[src/rtl/hand_command_decoder.sv]
// hand_command_decoder
// Turns the per-frame finger-count stream into debounced enhancement
// commands: a count must persist STABLE_FRAMES frames to lock, a locked
// count survives up to DROP_FRAMES-1 consecutive mismatches, and held
// adjustment gestures (1..4) auto-repeat every REPEAT_FRAMES frames.
// Commands leave through a one-entry valid/ready holding register; a new
// command arriving while one is still pending is discarded.
// Optional build macro: HAND_CMD_DROP_CNT_EN enables the saturating
// discarded-command counter on dropped_out (tied to 0 otherwise).
module hand_command_decoder #(
    parameter int STABLE_FRAMES = 3,
    parameter int DROP_FRAMES   = 2,
    parameter int REPEAT_FRAMES = 10
) (
    input  logic       clk_in,
    input  logic       rst_in,
    input  logic [3:0] count_in,
    input  logic       count_valid_in,
    output logic [2:0] cmd_out,
    output logic       cmd_valid_out,
    input  logic       cmd_ready_in,
    output logic       locked_out,
    output logic [3:0] stable_count_out,
    output logic [7:0] dropped_out
);

    localparam int RUN_W  = $clog2(STABLE_FRAMES + 1);
    localparam int MISS_W = $clog2(DROP_FRAMES + 1);
    localparam int HOLD_W = (REPEAT_FRAMES == 0) ? 1 : $clog2(REPEAT_FRAMES + 1);

    // "Last" values: the counter value seen on the frame that completes the run.
    localparam logic [RUN_W-1:0]  RUN_LAST  = RUN_W'(STABLE_FRAMES - 1);
    localparam logic [MISS_W-1:0] MISS_LAST = MISS_W'(DROP_FRAMES - 1);
    localparam logic [HOLD_W-1:0] HOLD_LAST = HOLD_W'((REPEAT_FRAMES == 0) ? 0 : REPEAT_FRAMES - 1);
    localparam logic [HOLD_W-1:0] HOLD_MAX  = HOLD_W'(REPEAT_FRAMES);

    typedef enum logic [1:0] {
        ST_IDLE      = 2'd0,
        ST_CANDIDATE = 2'd1,
        ST_LOCKED    = 2'd2
    } state_t;

    state_t             state_q, state_d;
    logic [2:0]         cand_q, cand_d;
    logic [RUN_W-1:0]   run_q, run_d;
    logic [MISS_W-1:0]  miss_q, miss_d;
    logic [HOLD_W-1:0]  hold_q, hold_d;
    logic               locked_q, locked_d;
    logic [3:0]         stable_q, stable_d;
    logic [2:0]         cmd_q, cmd_d;
    logic               cmd_valid_q, cmd_valid_d;

    logic [2:0]         frame_val;
    logic               gen_cmd;
    logic               accept;
    logic               drop_evt;

    // Out-of-range counts (6..15) are treated as "no hand".
    assign frame_val = (count_in <= 4'd5) ? count_in[2:0] : 3'd0;
    assign accept    = cmd_valid_q & cmd_ready_in;
    assign drop_evt  = gen_cmd & cmd_valid_q & ~cmd_ready_in;

    // Debounce FSM: next state, counters and command generation per frame.
    always_comb begin
        state_d = state_q;
        cand_d  = cand_q;
        run_d   = run_q;
        miss_d  = miss_q;
        hold_d  = hold_q;
        gen_cmd = 1'b0;
        if (count_valid_in) begin
            case (state_q)
                ST_IDLE: begin
                    if (frame_val != 3'd0) begin
                        cand_d = frame_val;
                        run_d  = RUN_W'(1);
                        if (STABLE_FRAMES == 1) begin
                            state_d = ST_LOCKED;
                            miss_d  = '0;
                            hold_d  = '0;
                            gen_cmd = 1'b1;
                        end else begin
                            state_d = ST_CANDIDATE;
                        end
                    end else begin
                        state_d = ST_IDLE;
                    end
                end
                ST_CANDIDATE: begin
                    if (frame_val == cand_q) begin
                        if (run_q != RUN_W'(STABLE_FRAMES)) begin
                            run_d = run_q + RUN_W'(1);
                        end else begin
                            run_d = run_q;
                        end
                        if (run_q >= RUN_LAST) begin
                            state_d = ST_LOCKED;
                            miss_d  = '0;
                            hold_d  = '0;
                            gen_cmd = 1'b1;
                        end else begin
                            state_d = ST_CANDIDATE;
                        end
                    end else if (frame_val != 3'd0) begin
                        cand_d = frame_val;
                        run_d  = RUN_W'(1);
                    end else begin
                        state_d = ST_IDLE;
                        run_d   = '0;
                    end
                end
                ST_LOCKED: begin
                    if (frame_val == cand_q) begin
                        miss_d = '0;
                        if ((REPEAT_FRAMES != 0) && (cand_q <= 3'd4) && (hold_q >= HOLD_LAST)) begin
                            gen_cmd = 1'b1;
                            hold_d  = '0;
                        end else if (hold_q != HOLD_MAX) begin
                            hold_d = hold_q + HOLD_W'(1);
                        end else begin
                            hold_d = hold_q;
                        end
                    end else begin
                        if (miss_q >= MISS_LAST) begin
                            // Exiting frame is discarded, it does not seed a candidate.
                            state_d = ST_IDLE;
                            run_d   = '0;
                            miss_d  = '0;
                            hold_d  = '0;
                        end else begin
                            miss_d = miss_q + MISS_W'(1);
                        end
                    end
                end
                default: begin
                    state_d = ST_IDLE;
                    run_d   = '0;
                    miss_d  = '0;
                    hold_d  = '0;
                end
            endcase
        end else begin
            state_d = state_q;
        end
    end

    // Status outputs and the one-entry command holding register.
    always_comb begin
        locked_d    = (state_d == ST_LOCKED);
        stable_d    = locked_d ? {1'b0, cand_d} : 4'd0;
        cmd_d       = cmd_q;
        cmd_valid_d = cmd_valid_q;
        if (gen_cmd && (!cmd_valid_q || accept)) begin
            cmd_d       = cand_d;
            cmd_valid_d = 1'b1;
        end else if (accept) begin
            cmd_valid_d = 1'b0;
        end else begin
            cmd_valid_d = cmd_valid_q;
        end
    end

    // State and output registers with synchronous reset.
    always_ff @(posedge clk_in) begin
        if (rst_in) begin
            state_q     <= ST_IDLE;
            cand_q      <= 3'd0;
            run_q       <= '0;
            miss_q      <= '0;
            hold_q      <= '0;
            locked_q    <= 1'b0;
            stable_q    <= 4'd0;
            cmd_q       <= 3'd0;
            cmd_valid_q <= 1'b0;
        end else begin
            state_q     <= state_d;
            cand_q      <= cand_d;
            run_q       <= run_d;
            miss_q      <= miss_d;
            hold_q      <= hold_d;
            locked_q    <= locked_d;
            stable_q    <= stable_d;
            cmd_q       <= cmd_d;
            cmd_valid_q <= cmd_valid_d;
        end
    end

    assign cmd_out          = cmd_q;
    assign cmd_valid_out    = cmd_valid_q;
    assign locked_out       = locked_q;
    assign stable_count_out = stable_q;

`ifdef HAND_CMD_DROP_CNT_EN
    logic [7:0] drop_cnt_q, drop_cnt_d;

    // Saturating count of commands discarded by a busy holding register.
    always_comb begin
        if (drop_evt && (drop_cnt_q != 8'hFF)) begin
            drop_cnt_d = drop_cnt_q + 8'd1;
        end else begin
            drop_cnt_d = drop_cnt_q;
        end
    end

    // Drop counter register, cleared only by reset.
    always_ff @(posedge clk_in) begin
        if (rst_in) begin
            drop_cnt_q <= 8'd0;
        end else begin
            drop_cnt_q <= drop_cnt_d;
        end
    end

    assign dropped_out = drop_cnt_q;
`else
    logic drop_unused;
    assign drop_unused = drop_evt;
    assign dropped_out = 8'd0;
`endif

endmodule
[config.mk]
export PLATFORM = sky130hd
export DESIGN_NAME = hand_command_decoder
export DESIGN_NICKNAME = d
export VERILOG_FILES = /design/src/rtl/hand_command_decoder.sv
export SDC_FILE = /design/constraint.sdc
export NUM_CORES = 1
export LEC_CHECK = 0
export CAP_MARGIN = 20
export CORE_MARGIN = 2
export CORE_UTILIZATION = 50
export CTS_BUF_LIST = sky130_fd_sc_hd__clkbuf_4 sky130_fd_sc_hd__clkbuf_8
export CTS_CLUSTER_DIAMETER = 120
export DETAILED_ROUTE_END_ITERATION = 6
export GPL_TIMING_DRIVEN = 1
export HOLD_SLACK_MARGIN = 0.06
export PLACE_DENSITY_LB_ADDON = 0.08
export RECOVER_POWER = 25
export SLEW_MARGIN = 5
export SYNTH_ARGS = -nofsm -noshare
export SYNTH_HDL_FRONTEND = slang
export SYNTH_SLANG_ARGS = --single-unit
[constraint.sdc]
create_clock -name clk_in -period 2.3 [get_ports clk_in]
set_input_delay 0.46 -clock clk_in [delete_from_list [all_inputs] [get_ports clk_in]]
set_output_delay 0.46 -clock clk_in [all_outputs]
set_load 0.03 [all_outputs]
Yosys cells after proc, flatten, opt, wreduce, memory -nomap -nowiden. Cells that the tools add are included.

Input port bits: 8. Register bits after elaboration: 22. Logic and storage cells: 85. Output and inout port bits: 17.

Muxes and demuxes: 39. Reductions and logical operators: 11. Add/subtract/negate cells: 3. Bitwise logic cells: 3. Order comparisons: 5. Equal/unequal tests: 14.

Operators with widths (number): $mux W2 (15); $mux W4 (6); $pmux W2 S3 (3); $mux W3 (4); $ne A2 B2 Y1 const B (6); $pmux W4 S3 (1); $mux W1 (8); $ne A4 B4 Y1 const B (2); $ne A3 B3 Y1 const B (2); $pmux W3 S2 (1); $reduce_and A6 Y1 (1); $reduce_and A5 Y1 (1); $add A2 B1 Y2 const B (2); $add A4 B1 Y4 const B (1); $eq A2 B2 Y1 const B (2); $ge A4 B4 Y1 const B (1); $le A4 B3 Y1 const B (1); $reduce_and A4 Y1 (1); $eq A3 B3 Y1 (1); $le A3 B3 Y1 const B (1); $reduce_bool A3 Y1 (1); $eq A2 B1 Y1 const B (1); $ge A2 B1 Y1 const B (1); $ge A2 B2 Y1 const B (1); 9 further kinds (11).

Longest topological paths before layout. Gate-level depths: netlist (run 1).

Depth after elaboration: 10. Depth in mapped cells: 8. Depth with buffers taken out: 8.

Worst setup path after synthesis (run 1). No wires, ideal clock.

Path type: input to register. Start point: input port count_in[1]. End point: register hold_q[2]. Required time: 2.229 ns. Buffers on the path: 1. Arrival time: 1.936 ns. Stages on the path: 7. Setup time: 0.071 ns. Path slack: 0.293 ns. Path through: buf_6 > nor3b_4 > o31a_4 > a21o_4 > o22a_4 > or3_1 > a21oi_1.

Word-level cells in the longest chain between the ends: 5. Elaborated cells between the ends (all ways): 9. Classes of those cells: 1 x order compare; 4 x eq/ne; 3 x mux; 1 x reduce/logical.

Ends and longest elaborated chain: from (decl) (RTL line 17) `input logic [3:0] count_in,`; $le A4 B3 Y1 (RTL line 59) `assign frame_val = (count_in <= 4'd5) ? count_in[2:0] : 3'd0;`; $mux W3 (*) (RTL line 59); $eq A3 B3 Y1 (*) (RTL line 90, 113); $ne A4 B4 Y1 (no source line) (tied with other cells); $reduce_and A6 Y1 (no source line) / $pmux W4 S3 (equally long branches); to (signal assigned) (RTL line 180) `hold_q <= hold_d;`; to (decl) (RTL line 47) `logic [HOLD_W-1:0] hold_q, hold_d;`.

Every way passes the cells marked *; elsewhere a longest branch is shown, timed or not. A chain may end at the register's enable or synchronous reset.

Final worst setup path (run 1). Ends and elaborated chain as after synthesis.

==> results of run 1 <==
## registers in the layout, indices dropped and copies added (netlist names)
signal / flops
state_q: 2
miss_q: 2
cmd_out: 3
hold_q: 4
cmd_valid_out: 1
cand_q: 3
run_q: 2
locked_out: 1
stable_count_out: 3
## metal layers
layer	wire (µm)	global-route usage, %	share of wire (%)	up-vias
met3	140	3.28	3.8	5
li1	-	-	-	718
met1	1630	28.1	44	684
met4	27	5.84	0.73	0
met5	0	0	0	-
met2	1930	42.2	52	33
## worst max path at each step
stage / start / endpoint / slack [ns] / depth (start not counted)
after floorplan: count_in[1] / hold_q[2]$_SDFFE_PP0P_ / 0.29 / 7
after global placement: count_in[1] / run_q[1]$_SDFFE_PP0P_ / -0.16 / 9
after detailed placement: count_in[2] / stable_count_out[0]$_SDFF_PP0_ / -0.21 / 8
after CTS: count_in[2] / hold_q[2]$_SDFFE_PP0P_ / 0.11 / 8
after global routing: count_in[1] / run_q[0]$_SDFFE_PP0P_ / 0.02 / 9
final: count_in[1] / hold_q[2]$_SDFFE_PP0P_ / 0.11 / 8
## cells by family after synthesis
| group | synth area share, % |
|---|---|
| buffers and inverters | 9.77 |
| other | 0.244 |
| AND/OR/NAND/NOR | 24.7 |
| XOR/XNOR | 0.570 |
| multiplexers | 2.61 |
| AO/OA/AOI/OAI | 25.8 |
| flip-flops | 27.4 |
| adder cells (fa/ha/maj) | 8.96 |
## synth_stat cells, types with 3 or more instances
library cell,instances
nor3_1,3
ha_1,11
and2_1,7
nand3b_1,3
a21oi_1,8
nand2_1,10
nor2b_1,3
inv_1,13
clkbuf_1,3
nand3_1,5
nand4_1,4
o21ai_0,8
nor2_1,15
a31oi_1,3
dfxtp_1,21
mux2i_1,4
buf_4,9
## per-stage QoR
stage	TNS (ns)	area (µm²)
floorplan	0	1570
global placement	-1.70	1860
detailed placement	-2.52	1860
CTS	0	1890
global route	0	1900
finish	0	1900
## area by class of cell
| class | instances | area [µm²] | area share, % |
|---|---|---|---|
| Multi-Input combinational cell | 141 | 1000 | 52.8 |
| Tap cell | 33 | 41.3 | 2.17 |
| Inverter | 13 | 48.8 | 2.57 |
| Sequential cell | 21 | 420 | 22.1 |
| Clock buffer | 4 | 30.0 | 1.58 |
| Timing Repair Buffer | 42 | 355 | 18.7 |
## critical path: stages
cell	delay [ns]
clkdlybuf4s50_1	0.48
buf_4	0.18
and3b_2	0.25
o21ai_4	0.09
buf_4	0.16
a211o_2	0.34
or3_1	0.35
a21oi_1	0.12
## power groups by stage
stage                     sequential (W)  clock [W]  combinational [W]
final                           0.000377   0.000189           0.000202
after global routing            0.000378   0.000206           0.000218
after CTS                       0.000377   0.000198           0.000199
after detailed placement        0.000385          0           0.000199
after global placement          0.000385          0           0.000194
after floorplan                 0.000382          0           0.000132
==> results.toml, run 1 <==
[outcome]
status = "complete, no violations"

[grt]
grt_pass1_wl_um = 6180
antenna_found_initial = 0
grt_pass1_vias = 1367
grt_usage_pct = 23.1
grt_overflow_total = 0
grt_max_degree = 14

[placed_design]
dp_hpwl_um = 2960
port_buffers = 15
dp_cells = 250
dp_slack_ns = -0.213
routabilityCongestion = 0.880

[hold_path]
hp-class = "flop to flop"
hold_end = "cmd_out[1]$_SDFFE_PP0P_"
hold_start = "cmd_out[1]$_SDFFE_PP0P_"
hold_depth = 2

[detailed_routing]
postRouteWirelength_um = 3720
drt_first_pass_iters = 4
antenna_left = 0
detail_route.iter0.violations = 72
via_count = 1440
viasPerCell = 5.67
drc = 0
wl_per_cell_um = 14.6

[yosys]
yosys.area.top_type = "dfxtp_1"
yosys_warnings = 0
synthCells = 181
ys.flop_type = "dfxtp_1"
async_flop_share_pct = 0
avgSynthCellArea_um2 = 8.49
seq_area_frac_synth_pct = 27.4
synth-seq-cells = 21
yosysTopAreaCellShare_pct = 27.4
synth_edf_count = 0
ys_types = 59
syn-cell-area_mm2 = 0.00154
ys_top_cells_by_area = "dfxtp_1, ha_1, buf_4"

[worst_setup_path]
reg2regPathDepth = 7
crit_arrival_ns = 2.44
r2r-start = "hold_q[1]$_SDFFE_PP0P_"
reg2reg_to = "hold_q[2]$_SDFFE_PP0P_"
critPathLaunchType = "primary input"
worstPathMaxFanout = 5
critPathKind = "primary input to flop"
worstPathRequired_ns = 2.54
rrSetupSlack_ns = 0.13
end_kind = "flop"

[clocking]
worstSkewPairLatency_ns = 0.30
path_clk_slew_ns = 0.11
cts.hold.buffers_added = 0
cts_max_level = 1
root_buffer = "clkbuf_4"
cts_buffers = 3
cts-resized-gates = 0
clock_sinks = 21
cts_tree = "done"
postCtsSetupBuffers = 0
cts_buffer_depth = 2

[die]
start_util_pct = 51.6
dieHeight_um = 59.4
die_x_um = 59.4
io_pins = 25
die_area_mm2 = 0.00353
core.rowCount = 20
core_area_mm2 = 0.00298

[power_and_ir_drop]
leakagePower_nw = 0.833
cellPowerDensity_mw_per_mm2 = 404
comb_power_share_pct = 26.3
irDropWorstVdd_mv = 0.264
pwr-share-seq_pct = 49.1
switchingPower_w = 0.000229
p_sw_share_pct = 29.8
p_int_w = 0.000539
fin_total_pwr_w = 0.000768
p_clk_share_pct = 24.6

[sta]
layout_setup_ws_ns = 0.105
slew_violations = 0
setup_violations = 0
finalHoldViolCount = 0
skew_ns = 0.00104
rsz0062_at_grt = "no"
finalCriticalPeriod_ns = 2.19
fmax_ghz = 0.456
post-route-period-util_pct = 95.4
holdWs_ns = 0.462

[finish]
final_common_cell = "buf_4"
antenna_cells = 0
fillCellCount = 264
mostFrequentLayoutCells = "buf_4, dfxtp_1, nor2_1"
finish.utilization_pct = 63.8
drive_above_1_share_pct = 21.7
fin_cells = 254
area_growth_pct = 23.6
final_net_count = 241

[flow_run]
maxCapViolCount = 0
Power figures use the tool's default switching activity.
==> run 2, diff against run 1 <==
- CORE_UTILIZATION: 50 -> 55
==> results.toml, run 2 (synthesized netlist as in run 1, its figures left out) <==
[outcome]
status = "complete, no violations"

[sta]
setup_violations = 0
finalHoldViolCount = 0
holdWs_ns = 0.473
slew_violations = 0
skew_ns = 0.00468
finalCriticalPeriod_ns = 2.21
post-route-period-util_pct = 95.9
fmax_ghz = 0.453
rsz0062_at_grt = "no"

[detailed_routing]
wl_per_cell_um = 14.2
via_count = 1453
postRouteWirelength_um = 3560
drt_first_pass_iters = 4
drc = 0
detail_route.iter0.violations = 48
antenna_left = 0
viasPerCell = 5.79

[placed_design]
dp_cells = 247
dp_hpwl_um = 2820
routabilityCongestion = 0.866
port_buffers = 15

[finish]
mostFrequentLayoutCells = "buf_4, dfxtp_1, nor2_1"
drive_above_1_share_pct = 21.4
fillCellCount = 233
finish.utilization_pct = 69.8
fin_cells = 251
area_growth_pct = 23.1
largest_reg_flops = 4
antenna_cells = 0
final_net_count = 240
final_common_cell = "buf_4"
regMostFlops = "hold_q"

[die]
core.rowCount = 19
start_util_pct = 56.7
die_x_um = 56.9
io_pins = 25
die_area_mm2 = 0.00323
core_area_mm2 = 0.00271
dieHeight_um = 56.9

[grt]
grt_pass1_vias = 1398
antenna_found_initial = 0
grt_overflow_total = 0
grt_usage_pct = 23.4
grt_max_degree = 14
grt_pass1_wl_um = 6000

[flow_run]
maxCapViolCount = 0

[clocking]
cts.hold.buffers_added = 0
cts_max_level = 1
cts_buffers = 3
cts_tree = "done"
root_buffer = "clkbuf_4"
path_clk_slew_ns = 0.12
worstSkewPairLatency_ns = 0.31
postCtsSetupBuffers = 0
clock_sinks = 21
cts_buffer_depth = 2

[worst_setup_path]
end_kind = "flop"
critPathLaunchType = "primary input"
worstPathMaxFanout = 6
cp_cell_sequence = "clkdlybuf4s50_1 > nor3b_4 > o31a_4 > a2111o_1 > o211ai_1 > a31oi_1 > buf_4 > and2_1"
worstPathRequired_ns = 2.52
crit_arrival_ns = 2.43
critPathSlowestCell = "clkdlybuf4s50_1"
cpPeakStageDelay_ns = 0.61
critPathKind = "primary input to flop"

[power_and_ir_drop]
fin_total_pwr_w = 0.000760
leakagePower_nw = 0.825
irDropWorstVdd_mv = 0.340
cellPowerDensity_mw_per_mm2 = 402

[hold_path]
hp-class = "flop to flop"
[run 2: worst max-delay path: cells and delay by family]
family | cells | cell delay, ns
AND/OR/NAND/NOR | 2 | 0.21
buffers and inverters | 2 | 0.76
AO/OA/AOI/OAI | 4 | 1.00
[run 2: area by class of cell]
type | count | area, µm² | share of cell area (%)
Tap cell | 31 | 38.8 | 2.05
Multi-Input combinational cell | 141 | 1010 | 53.3
Inverter | 13 | 48.8 | 2.58
Timing Repair Buffer | 41 | 348 | 18.4
Sequential cell | 21 | 420 | 22.2
Clock buffer | 3 | 22.5 | 1.19
Clock inverter | 1 | 5.00 | 0.265
[run 2: repair_timing]
item | in CTS | in global routing
setup endpoints to repair | 0 | 7
gates resized for setup | 0 | 4
endpoints found under the hold margin | 0 | 0
[run 2: metrics by stage]
| stage | TNS [ns] | setup WS (ns) | cell area [µm²] |
|---|---|---|---|
| 2_1_floorplan | 0 | 0.293 | 1570 |
| 3_3_place_gp | -2.12 | -0.215 | 1850 |
| 3_5_place_dp | -2.87 | -0.244 | 1850 |
| 4_1_cts | 0 | 0.0814 | 1880 |
| 5_1_grt | 0 | 0.00278 | 1890 |
| 6_report | 0 | 0.0947 | 1890 |
[run 2: final timing paths]
| path | startpoint | end | slack [ns] | depth (start not counted) |
|---|---|---|---|---|
| max reg2reg | hold_q[1]$_SDFFE_PP0P_ | hold_q[2]$_SDFFE_PP0P_ | 0.16 | 7 |
| min | cmd_out[0]$_SDFFE_PP0P_ | cmd_out[0]$_SDFFE_PP0P_ | 0.47 | 2 |
| min reg2reg | cmd_out[0]$_SDFFE_PP0P_ | cmd_out[0]$_SDFFE_PP0P_ | 0.47 | 2 |
| max | count_in[2] | stable_count_out[2]$_SDFF_PP0_ | 0.09 | 8 |
[run 2: report_power, final]
part | switching, W | leakage (nW) | internal, W
clock | 0.000122 | 0.0177 | 0.0000651
sequential | 0.00000718 | 0.170 | 0.000369
combinational | 0.000112 | 0.638 | 0.0000850
[run 2: per-layer routing]
layer  share of wire [%]  GRT usage, %
met2                  51          42.2
met3                 5.3          3.00
met5                   0             0
met1                  43          28.5
met4                 1.1          7.31
==> run 3, diff against run 2 <==
- DONT_BUFFER_PORTS: default -> 1
- PLACE_DENSITY: default -> 0.7
- PLACE_DENSITY_LB_ADDON: 0.08 -> default
==> results.toml, run 3 (synthesized netlist as in run 1, its figures left out) <==
[outcome]
status = "complete, no violations"

[finish]
drive_above_1_share_pct = 11.6
largest_reg_flops = 4
fin_cells = 212
final_net_count = 201
mostFrequentLayoutCells = "dfxtp_1, nor2_1, inv_1"
regMostFlops = "hold_q"
final_common_cell = "dfxtp_1"
antenna_cells = 0
area_growth_pct = 0.651

[clocking]
cts_tree = "done"
cts_buffer_depth = 2
cts-resized-gates = 0
cts_max_level = 1
worstSkewPairLatency_ns = 0.32
postCtsSetupBuffers = 0
cts_buffers = 3
root_buffer = "clkbuf_4"
clock_sinks = 21
path_clk_slew_ns = 0.14
cts.hold.buffers_added = 0

[power_and_ir_drop]
comb_power_share_pct = 19.1
cellPowerDensity_mw_per_mm2 = 453
p_clk_share_pct = 27.2
p_sw_share_pct = 31.3
pwr-share-seq_pct = 53.7
p_int_w = 0.000481
leakagePower_nw = 0.621
irDropWorstVdd_mv = 0.328
switchingPower_w = 0.000220

[sta]
post-route-period-util_pct = 93.6
rsz0062_at_grt = "no"
slew_violations = 0
fmax_ghz = 0.464
setup_violations = 0
tns_ns = 0
skew_ns = 0.0150
finalHoldViolCount = 0
finalCriticalPeriod_ns = 2.15

[die]
dieHeight_um = 56.9
start_util_pct = 56.7
die_x_um = 56.9
die_area_mm2 = 0.00323
core_area_mm2 = 0.00271
core.rowCount = 19
io_pins = 25

[worst_setup_path]
crit_arrival_ns = 2.41
worstPathMaxFanout = 6
cp-startpoint = "state_q[0]$_SDFF_PP0_"
rrSetupSlack_ns = 0.15
r2r-start = "state_q[0]$_SDFF_PP0_"
critPathLaunchType = "flop"
worstPathRequired_ns = 2.56
end_kind = "flop"
critPathKind = "flop to flop"

[hold_path]
hp-class = "primary input to flop"
hold_start = "rst_in"

[grt]
grt_usage_pct = 21.0
grt_max_degree = 17
antenna_found_initial = 0
grt_pass1_vias = 1231
grt_pass1_wl_um = 5400
grt_overflow_total = 0

[detailed_routing]
wl_per_cell_um = 15.3
viasPerCell = 6.17
detail_route.iter0.violations = 82
postRouteWirelength_um = 3250
via_count = 1308
drt_first_pass_iters = 4
antenna_left = 0
drc = 0

[placed_design]
dp_hpwl_um = 2460
routabilityCongestion = 0.873
port_buffers = 0
dp_cells = 208

[flow_run]
maxCapViolCount = 0
-- run 3: critical path: stages (launching register included) --
cell,delay (ns)
dfxtp_1,0.45
inv_1,0.10
ha_1,0.26
inv_1,0.09
nand2_1,0.11
or2_2,0.35
o22a_4,0.23
or3_1,0.36
a21oi_1,0.15
-- run 3: per-stage QoR --
step           setup slack (ns)  hold slack [ns]  total power, W  util (%)  instance area (µm²)
2_1_floorplan             0.293            0.464        0.000514         -                 1570
3_3_place_gp              0.265            0.481        0.000513      56.0                 1520
4_1_cts                   0.176            0.184        0.000702      57.1                 1550
6_report                  0.146            0.183        0.000700      57.1                 1550
5_1_grt                  0.0552            0.170        0.000730      57.1                 1550
3_5_place_dp              0.196            0.489        0.000515      56.0                 1520
-- run 3: final timing paths --
check                                              end  cells after the start
worst max register to register  hold_q[2]$_SDFFE_PP0P_                      8
worst min-delay path             run_q[1]$_SDFFE_PP0P_                      1
worst max-delay path            hold_q[2]$_SDFFE_PP0P_                      8
worst min register to register  miss_q[0]$_SDFFE_PP0P_                      2
-- run 3: power groups by stage --
stage,Combinational [W],Sequential (W),Clock (W)
after floorplan,0.000132,0.000382,0
after global placement,0.000129,0.000384,0
after detailed placement,0.000131,0.000384,0
after CTS,0.000132,0.000376,0.000194
after global routing,0.000143,0.000377,0.000209
final,0.000134,0.000376,0.000191
-- run 3: routing by layer --
metal / global-route usage, % / share of wire, % / vias to the layer above
li1: - / - / 636
met1: 27.1 / 45 / 610
met2: 35.5 / 47 / 55
met3: 3.23 / 6.0 / 7
met4: 7.31 / 1.9 / 0
met5: 0 / 0 / -
-- run 3: final cells by class --
| cell class | count | area (µm²) |
|---|---|---|
| Clock inverter | 1 | 5.00 |
| Timing Repair Buffer | 2 | 15.0 |
| Sequential cell | 21 | 420 |
| Tap cell | 31 | 38.8 |
| Inverter | 13 | 48.8 |
| Fill cell | 262 | 1160 |
| Clock buffer | 3 | 22.5 |
| Multi-Input combinational cell | 141 | 996 |
